$ cat config.mk
export PLATFORM = sky130hd
export DESIGN_NAME = sprite_pixel_arbiter_flat
export DESIGN_NICKNAME = d
export VERILOG_FILES = /design/src/rtl/sprite_pixel_arbiter_if.sv /design/src/rtl/sprite_pixel_arbiter.sv /design/src/flat_wrapper.sv
export SDC_FILE = /design/constraint.sdc
export NUM_CORES = 1
export LEC_CHECK = 0
export ABC_CLOCK_PERIOD_IN_PS = 5200
export CORE_AREA = 5 5 123 213
export DETAILED_ROUTE_END_ITERATION = 8
export DIE_AREA = 0 0 128 218
export PLACE_DENSITY = 0.77
export SLEW_MARGIN = 20
export SYNTH_ARGS = -nofsm -noshare
export SYNTH_HDL_FRONTEND = slang
export SYNTH_SLANG_ARGS = --single-unit
$ cat constraint.sdc
create_clock -name clk -period 5.2 [get_ports clk]
set_input_delay 1.04 -clock clk [delete_from_list [all_inputs] [get_ports clk]]
set_output_delay 1.04 -clock clk [all_outputs]
set_load 0.1 [all_outputs]
$ cat src/rtl/sprite_pixel_arbiter_if.sv
// Bus between the game logic / video timing (master) and the sprite pixel
// arbiter (slave): raster position, per-frame sprite placement in, resolved
// pixel selection and frame status out.
interface sprite_pixel_arbiter_if;
    logic        active_video;
    logic [10:0] screen_x;
    logic [10:0] screen_y;
    logic [43:0] spr_x;
    logic [43:0] spr_y;
    logic [3:0]  spr_en;
    logic        pix_valid;
    logic [1:0]  pix_id;
    logic [13:0] pix_addr;
    logic        frame_tick;
    logic [3:0]  collision_mask;

    modport master (
        output active_video, screen_x, screen_y, spr_x, spr_y, spr_en,
        input  pix_valid, pix_id, pix_addr, frame_tick, collision_mask
    );

    modport slave (
        input  active_video, screen_x, screen_y, spr_x, spr_y, spr_en,
        output pix_valid, pix_id, pix_addr, frame_tick, collision_mask
    );
endinterface

$ cat src/rtl/sprite_pixel_arbiter.sv
// Per-pixel sprite scheduler: four sprite slots share one ROM address path.
// Positions are shadow-latched at raster (0,0); stage 1 computes per-slot
// offsets and hits, stage 2 resolves fixed priority (3 > 2 > 1 > 0) and forms
// the row-major ROM address. Latency from raster inputs to pix_* is 2 clocks.
// Optional macro SPRITE_COLLISION_EN adds the per-frame collision mask;
// without it collision_mask is tied to 0.
module sprite_pixel_arbiter #(
    parameter int HOR_START = 296,
    parameter int VER_START = 35,
    parameter int SPR0_W = 128, parameter int SPR0_H = 128,
    parameter int SPR1_W = 128, parameter int SPR1_H = 128,
    parameter int SPR2_W = 18,  parameter int SPR2_H = 32,
    parameter int SPR3_W = 32,  parameter int SPR3_H = 64
) (
    input  logic                 clk,
    input  logic                 rst,
    sprite_pixel_arbiter_if.slave bus
);

    // Sprite width of a slot, as a 13-bit offset-domain value.
    function automatic logic [12:0] spr_w(input logic [1:0] idx);
        case (idx)
            2'd0:    spr_w = 13'(SPR0_W);
            2'd1:    spr_w = 13'(SPR1_W);
            2'd2:    spr_w = 13'(SPR2_W);
            2'd3:    spr_w = 13'(SPR3_W);
            default: spr_w = 13'(SPR0_W);
        endcase
    endfunction

    // Sprite height of a slot, as a 13-bit offset-domain value.
    function automatic logic [12:0] spr_h(input logic [1:0] idx);
        case (idx)
            2'd0:    spr_h = 13'(SPR0_H);
            2'd1:    spr_h = 13'(SPR1_H);
            2'd2:    spr_h = 13'(SPR2_H);
            2'd3:    spr_h = 13'(SPR3_H);
            default: spr_h = 13'(SPR0_H);
        endcase
    endfunction

    logic [10:0] r_sx [4];
    logic [10:0] r_sy [4];
    logic [3:0]  r_sen;
    logic        r_frame_tick;
    logic        w_frame_start;

    logic [12:0] w_dx [4];
    logic [12:0] w_dy [4];
    logic [3:0]  w_hit;

    logic [3:0]  r_hit;
    logic [6:0]  r_dx [4];
    logic [6:0]  r_dy [4];

    logic [1:0]  w_win;
    logic [13:0] w_addr;

    logic        r_pix_valid;
    logic [1:0]  r_pix_id;
    logic [13:0] r_pix_addr;

    assign w_frame_start = (bus.screen_x == 11'd0) && (bus.screen_y == 11'd0);

    // Shadow-latch sprite placement once per frame so mid-frame updates cannot tear.
    always_ff @(posedge clk or posedge rst) begin
        if (rst) begin
            for (int i = 0; i < 4; i++) begin
                r_sx[i] <= 11'd0;
                r_sy[i] <= 11'd0;
            end
            r_sen        <= 4'b0000;
            r_frame_tick <= 1'b0;
        end else begin
            r_frame_tick <= w_frame_start;
            if (w_frame_start) begin
                for (int i = 0; i < 4; i++) begin
                    r_sx[i] <= bus.spr_x[11*i +: 11];
                    r_sy[i] <= bus.spr_y[11*i +: 11];
                end
                r_sen <= bus.spr_en;
            end
        end
    end

    // Offset of the raster pixel from each sprite's top-left corner; the sign
    // bit rejects pixels left of / above the sprite, so clipped sprites never wrap.
    always_comb begin
        w_hit = 4'b0000;
        for (int i = 0; i < 4; i++) begin
            w_dx[i] = {2'b00, bus.screen_x} - 13'(HOR_START) - {2'b00, r_sx[i]}
                      + (spr_w(2'(i)) >> 1);
            w_dy[i] = {2'b00, bus.screen_y} - 13'(VER_START) - {2'b00, r_sy[i]}
                      + (spr_h(2'(i)) >> 1);
            w_hit[i] = bus.active_video & r_sen[i]
                     & ~w_dx[i][12] & (w_dx[i] < spr_w(2'(i)))
                     & ~w_dy[i][12] & (w_dy[i] < spr_h(2'(i)));
        end
    end

    // Stage 1 register: hit vector plus in-sprite offsets (all sprites fit in 7 bits).
    always_ff @(posedge clk or posedge rst) begin
        if (rst) begin
            r_hit <= 4'b0000;
            for (int i = 0; i < 4; i++) begin
                r_dx[i] <= 7'd0;
                r_dy[i] <= 7'd0;
            end
        end else begin
            r_hit <= w_hit;
            for (int i = 0; i < 4; i++) begin
                r_dx[i] <= w_dx[i][6:0];
                r_dy[i] <= w_dy[i][6:0];
            end
        end
    end

    // Fixed draw-order priority: bullets over planes, my plane over enemy.
    always_comb begin
        w_win = 2'd0;
        if (r_hit[3]) begin
            w_win = 2'd3;
        end else if (r_hit[2]) begin
            w_win = 2'd2;
        end else if (r_hit[1]) begin
            w_win = 2'd1;
        end else begin
            w_win = 2'd0;
        end
        w_addr = 14'(r_dy[w_win]) * 14'(spr_w(w_win)) + 14'(r_dx[w_win]);
    end

    // Stage 2 register: resolved pixel, zeroed when no sprite covers it.
    always_ff @(posedge clk or posedge rst) begin
        if (rst) begin
            r_pix_valid <= 1'b0;
            r_pix_id    <= 2'd0;
            r_pix_addr  <= 14'd0;
        end else begin
            r_pix_valid <= |r_hit;
            r_pix_id    <= w_win;
            r_pix_addr  <= (|r_hit) ? w_addr : 14'd0;
        end
    end

    assign bus.pix_valid  = r_pix_valid;
    assign bus.pix_id     = r_pix_id;
    assign bus.pix_addr   = r_pix_addr;
    assign bus.frame_tick = r_frame_tick;

`ifdef SPRITE_COLLISION_EN
    // True when two or more bits of the hit vector are set.
    function automatic logic multi_hit(input logic [3:0] v);
        multi_hit = ((v & (v - 4'd1)) != 4'b0000);
    endfunction

    logic [3:0] r_coll_acc;
    logic [3:0] r_collision_mask;

    // Accumulate overlapping slots over a frame; publish and clear at the frame latch.
    always_ff @(posedge clk or posedge rst) begin
        if (rst) begin
            r_coll_acc       <= 4'b0000;
            r_collision_mask <= 4'b0000;
        end else if (w_frame_start) begin
            r_collision_mask <= r_coll_acc;
            r_coll_acc       <= 4'b0000;
        end else if (multi_hit(w_hit)) begin
            r_coll_acc <= r_coll_acc | w_hit;
        end
    end

    assign bus.collision_mask = r_collision_mask;
`else
    assign bus.collision_mask = 4'b0000;
`endif

endmodule

$ cat src/flat_wrapper.sv
// flat-port wrapper written by rule: the top's interface ports become plain ports
module sprite_pixel_arbiter_flat 
#(
    parameter int HOR_START = 296,
    parameter int VER_START = 35,
    parameter int SPR0_W = 128, parameter int SPR0_H = 128,
    parameter int SPR1_W = 128, parameter int SPR1_H = 128,
    parameter int SPR2_W = 18,  parameter int SPR2_H = 32,
    parameter int SPR3_W = 32,  parameter int SPR3_H = 64
)
  (clk, rst, bus_active_video, bus_screen_x, bus_screen_y, bus_spr_x, bus_spr_y, bus_spr_en, bus_pix_valid, bus_pix_id, bus_pix_addr, bus_frame_tick, bus_collision_mask);
  sprite_pixel_arbiter_if bus_i ();
  input  logic clk;
  input  logic rst;
  input wire logic [$bits(bus_i.active_video)-1:0] bus_active_video;
  input wire logic [$bits(bus_i.screen_x)-1:0] bus_screen_x;
  input wire logic [$bits(bus_i.screen_y)-1:0] bus_screen_y;
  input wire logic [$bits(bus_i.spr_x)-1:0] bus_spr_x;
  input wire logic [$bits(bus_i.spr_y)-1:0] bus_spr_y;
  input wire logic [$bits(bus_i.spr_en)-1:0] bus_spr_en;
  output wire logic [$bits(bus_i.pix_valid)-1:0] bus_pix_valid;
  output wire logic [$bits(bus_i.pix_id)-1:0] bus_pix_id;
  output wire logic [$bits(bus_i.pix_addr)-1:0] bus_pix_addr;
  output wire logic [$bits(bus_i.frame_tick)-1:0] bus_frame_tick;
  output wire logic [$bits(bus_i.collision_mask)-1:0] bus_collision_mask;
  assign bus_i.active_video = bus_active_video;
  assign bus_i.screen_x = bus_screen_x;
  assign bus_i.screen_y = bus_screen_y;
  assign bus_i.spr_x = bus_spr_x;
  assign bus_i.spr_y = bus_spr_y;
  assign bus_i.spr_en = bus_spr_en;
  assign bus_pix_valid = bus_i.pix_valid;
  assign bus_pix_id = bus_i.pix_id;
  assign bus_pix_addr = bus_i.pix_addr;
  assign bus_frame_tick = bus_i.frame_tick;
  assign bus_collision_mask = bus_i.collision_mask;
  sprite_pixel_arbiter #(.HOR_START(HOR_START), .VER_START(VER_START), .SPR0_W(SPR0_W), .SPR0_H(SPR0_H), .SPR1_W(SPR1_W), .SPR1_H(SPR1_H), .SPR2_W(SPR2_W), .SPR2_H(SPR2_H), .SPR3_W(SPR3_W), .SPR3_H(SPR3_H)) u_core (.clk(clk), .rst(rst), .bus(bus_i));
endmodule
==> results.sh <==
export IMPL_numPlacedInstances=1811
export IMPL_crit_path_start_kind="primary input"
export IMPL_syn_std_cell_area_um2=12410
export IMPL_sw_frac_of_total_pct=29.02
export IMPL_sequentialPowerShare_pct=41.5
export IMPL_synth_edff_count=0
export IMPL_final_critical_path_setup_slack_ns=0.2667
export IMPL_final_max_slew_viol_count=0
export IMPL_nNetsFinal=1873
export IMPL_tritoncts_clock_tree="done"
export IMPL_drtIter0Drc=471
export IMPL_worstPathCellList="clkdlybuf4s50_1 > or3_1 > a21oi_1 > buf_4 > inv_1 > a21oi_1 > nand2_1 > xnor2_1 > ha_1 > ha_1 > nor2_1 > a211o_1 > o2111ai_1 > or4_1 > or4b_1 > nor4_2 > nand3_1 > nor4_2"
export IMPL_power_leakage_uw=0.007610
export IMPL_die_width_um=128
export IMPL_port_buffers=134
export IMPL_number_of_global_route_vias_before_repair=10747
export IMPL_worst_path_max_fanout=3
export IMPL_finalHoldViolations=0
export IMPL_synth_yosys_seq_area_share_pct=34.29
export IMPL_clk_path_buf_depth=2
export IMPL_hp_class="reg -> reg"
export IMPL_maximum_number_of_pins_on_one_net_before_global_route_repair=171
export IMPL_postRouteAntennaNets=0
export IMPL_clock_skew_ns=0.009809
export IMPL_timing_final_crit_period_ns=4.933
export IMPL_grt_remaining_overflow=0
export IMPL_post_route_cells_drive_above_1_share_pct=8.758
export IMPL_timing_worst_slew_pin_value_ns=0.9721
export IMPL_timing_critical_path_arrival_ns=5.29
export IMPL_outcome="finished, final reports clean"
export IMPL_synth_async_sr_flop_share_pct=100.0
export IMPL_report_final_setup_viol=0
export IMPL_syn_mean_instance_area_um2=9.371
export IMPL_core_region_area_um2=24340
export IMPL_critical_path_slowest_cell="or4_1"
export IMPL_antenna_diode_count=0
export IMPL_drt_first_pass_iters=5
export IMPL_end_kind="flop"
export IMPL_grt_first_pass_wirelength_mm=52.70
export IMPL_power_internal_uw=2381
export IMPL_floorplan_initialDensity_pct=50.97
export IMPL_synth_warning_count=0
export IMPL_die_h_um=218
export IMPL_crit_required_ns=5.55
export IMPL_count_of_vias_placed_by_the_detailed_router=10204
export IMPL_cts_sinks=170
export IMPL_design_die_area_um2=27900
export IMPL_finalPower_uw=3354
export IMPL_fmaxAchievable_mhz=202.7
export IMPL_clk_insertion_delay_late_ns=0.46
export IMPL_grt_use_total_pct=24.31
export IMPL_holdWs_ns=0.5088
export IMPL_power_switching_uw=973.1
export IMPL_cts_repair_timing_setup_buffer_count=0
export IMPL_finalNonFillerCells=1842
export IMPL_worst_path_largest_cell_delay_ns=0.51
export IMPL_postSynthCellCount=1324
export IMPL_row_count=76
export IMPL_dp_slack_ns=-0.1495
export IMPL_number_of_antenna_violations_at_the_first_check_in_global_routing=0
export IMPL_cts_reportedPaths_clkPinSlew_ns=0.07
export IMPL_post_dp_hpwl_mm=26.53
export IMPL_average_via_count_per_standard_cell=5.540
export IMPL_min_period_over_period_pct=94.87
export IMPL_ioPinCount=139
export IMPL_area_growth_synth_to_final_pct=22.27
export IMPL_max_cap_violations=0
export IMPL_root_buffer="clkbuf_16"
export IMPL_htreeDepth=4
export IMPL_routed_wl_mm=32.79
export IMPL_synth_ff_latch_count=170
export IMPL_leading_cell_types_in_the_layout_fill_and_taps_excluded="ha_1 (221), dfrtp_1 (170), inv_1 (161)"
export IMPL_gpl_final_weighted_congestion=1.015
export IMPL_synth_lib_cells_used_distinct=65
export IMPL_combinationalPowerShare_pct=21.0
export IMPL_postSynth_topFlopCell="dfrtp_1"
export IMPL_grt_setup_unrepaired="no"
export IMPL_most_common_library_cell_in_the_layout_ignoring_fill_and_taps="ha_1"
export IMPL_routedWlPerCell_um=17.80
export IMPL_tritoncts_num_buffers=17
export IMPL_drc=0
export IMPL_power_density_normalized_to_cell_area_nw_per_um2=221.1
export IMPL_max_slew_margin_pct=34.99
export IMPL_timing_worst_setup_path_type="in -> reg"
export IMPL_clock_power_share_pct=37.5
export IMPL_max_vdd_ir_drop_mv=0.2338
per-stage QoR:
stage / setup TNS [ns] / utilization (%) / instance area (µm²)
floorplan: 0 / - / 12420
global placement: -0.06678 / 59.89 / 14580
detailed placement: -0.2262 / 59.89 / 14580
CTS: 0 / 62.26 / 15160
global route: 0 / 62.32 / 15170
finish: 0 / 62.32 / 15170
final cells by class:
cell class                 instances  area [µm²]
clock buffer                      18       439.2
clock inverter                    13       137.6
fill                            2070        9174
inverter                         162       611.8
multi-input combinational        965        7447
sequential                       170        4254
tap                              312       390.4
timing repair buffer             202        1889
worst paths after layout:
| kind | from | endpoint | slack (ns) | cells after the start |
|---|---|---|---|---|
| worst min register to register | u_core.r_dx[0]$_DFF_PP0_ | u_core.bus.pix_addr[0]$_DFF_PP0_ | 0.51 | 2 |
| min in group asynchronous | rst | u_core.r_sy[12]$_DFFE_PP0P_ | 1.15 | 3 |
| worst max-delay path | bus_screen_y[3] | u_core.r_hit[2]$_DFF_PP0_ | 0.27 | 18 |
| worst max register to register | u_core.r_hit[1]$_DFF_PP0_ | u_core.bus.pix_addr[12]$_DFF_PP0_ | 0.79 | 16 |
| worst min-delay path | u_core.r_dx[0]$_DFF_PP0_ | u_core.bus.pix_addr[0]$_DFF_PP0_ | 0.51 | 2 |
| max in group asynchronous | rst | u_core.r_sx[23]$_DFFE_PP0P_ | 3.28 | 3 |
synthesized netlist by cell type (4+ instances only):
cell       count  area share, %
buf_4          4           0.24
and2_1        16           0.81
a221o_1        4           0.32
xnor2_1       32            2.3
dfrtp_1      170             34
a21oi_1       58            2.3
nor3_1        31            1.3
mux2i_1       20            1.6
nor4_1         8           0.40
xor2_1        26            1.8
nand2b_1      17           0.86
o21ai_0      115            4.6
ha_1         221             22
nand3_1       15           0.61
nand2_1      108            3.3
a31oi_1       10           0.50
o211ai_1       6           0.36
or3_1          8           0.40
nor2_1        90            2.7
clkbuf_1      26           0.79
o2111ai_1      4           0.28
nor2b_1       16           0.81
nor3b_1        6           0.36
mux2_2        21            1.9
o21a_1         8           0.48
o41ai_1        5           0.35
fa_1          17            2.7
a211oi_1      17            1.0
a21o_1        13           0.79
inv_1        162            4.9
or2_2          6           0.30
and3_1         7           0.35
timing repair:
item | in CTS | in global routing
hold buffers | 0 | 0
hold endpoints to repair | 0 | 0
resized for setup | 0 | 2
endpoints found under the setup margin | 0 | 1
worst max-delay path: cells and delay by family:
family,cells,cell delay [ns]
buf+inv,3,0.62
simple gates,8,2.21
xor+xnor,1,0.25
compound gates,4,0.55
fa+ha+maj,2,0.60
sequential cells by signal, indices dropped and copies added, names as in the netlist:
register,count
u_core.r_dy,28
u_core.r_dx,28
u_core.r_sen,4
u_core.r_hit,4
u_core.r_sy,44
u_core.bus.pix_addr,14
u_core.bus.pix_valid,1
u_core.bus.frame_tick,1
u_core.bus.pix_id,2
u_core.r_sx,44
routing by layer:
metal | track usage (%) | wire [µm] | vias to the layer above
met5 | 0 | 0 | -
met1 | 25.29 | 11810 | 4806
met3 | 4.314 | 1505 | 125
met2 | 43.44 | 16830 | 300
met4 | 17.00 | 2639 | 0
li1 | - | - | 4973
power by group through the flow:
stage	logic, µW	clock network, µW	registers, µW
after global placement	677	0	1420
after CTS	701	1280	1390
after floorplan	411	0	1410
after global routing	777	1330	1400
final	704	1260	1390
after detailed placement	691	0	1420
kinds of logic (layout without fill, tap and decap cells):
family / after synthesis / in the layout / share of synthesized area, %
adders and majority gates: 238 / 238 / 25.03
DFF: 170 / 170 / 34.29
and+or+nand+nor: 343 / 343 / 13.12
muxes: 41 / 41 / 3.520
AOI/OAI and AO/OA: 281 / 281 / 13.99
buffers and inverters: 192 / 395 / 5.930
other: 1 / 4 / 0.03023
xor gates and xnor gates: 58 / 58 / 4.094
No activity file was read; power rests on OpenSTA's default activity.
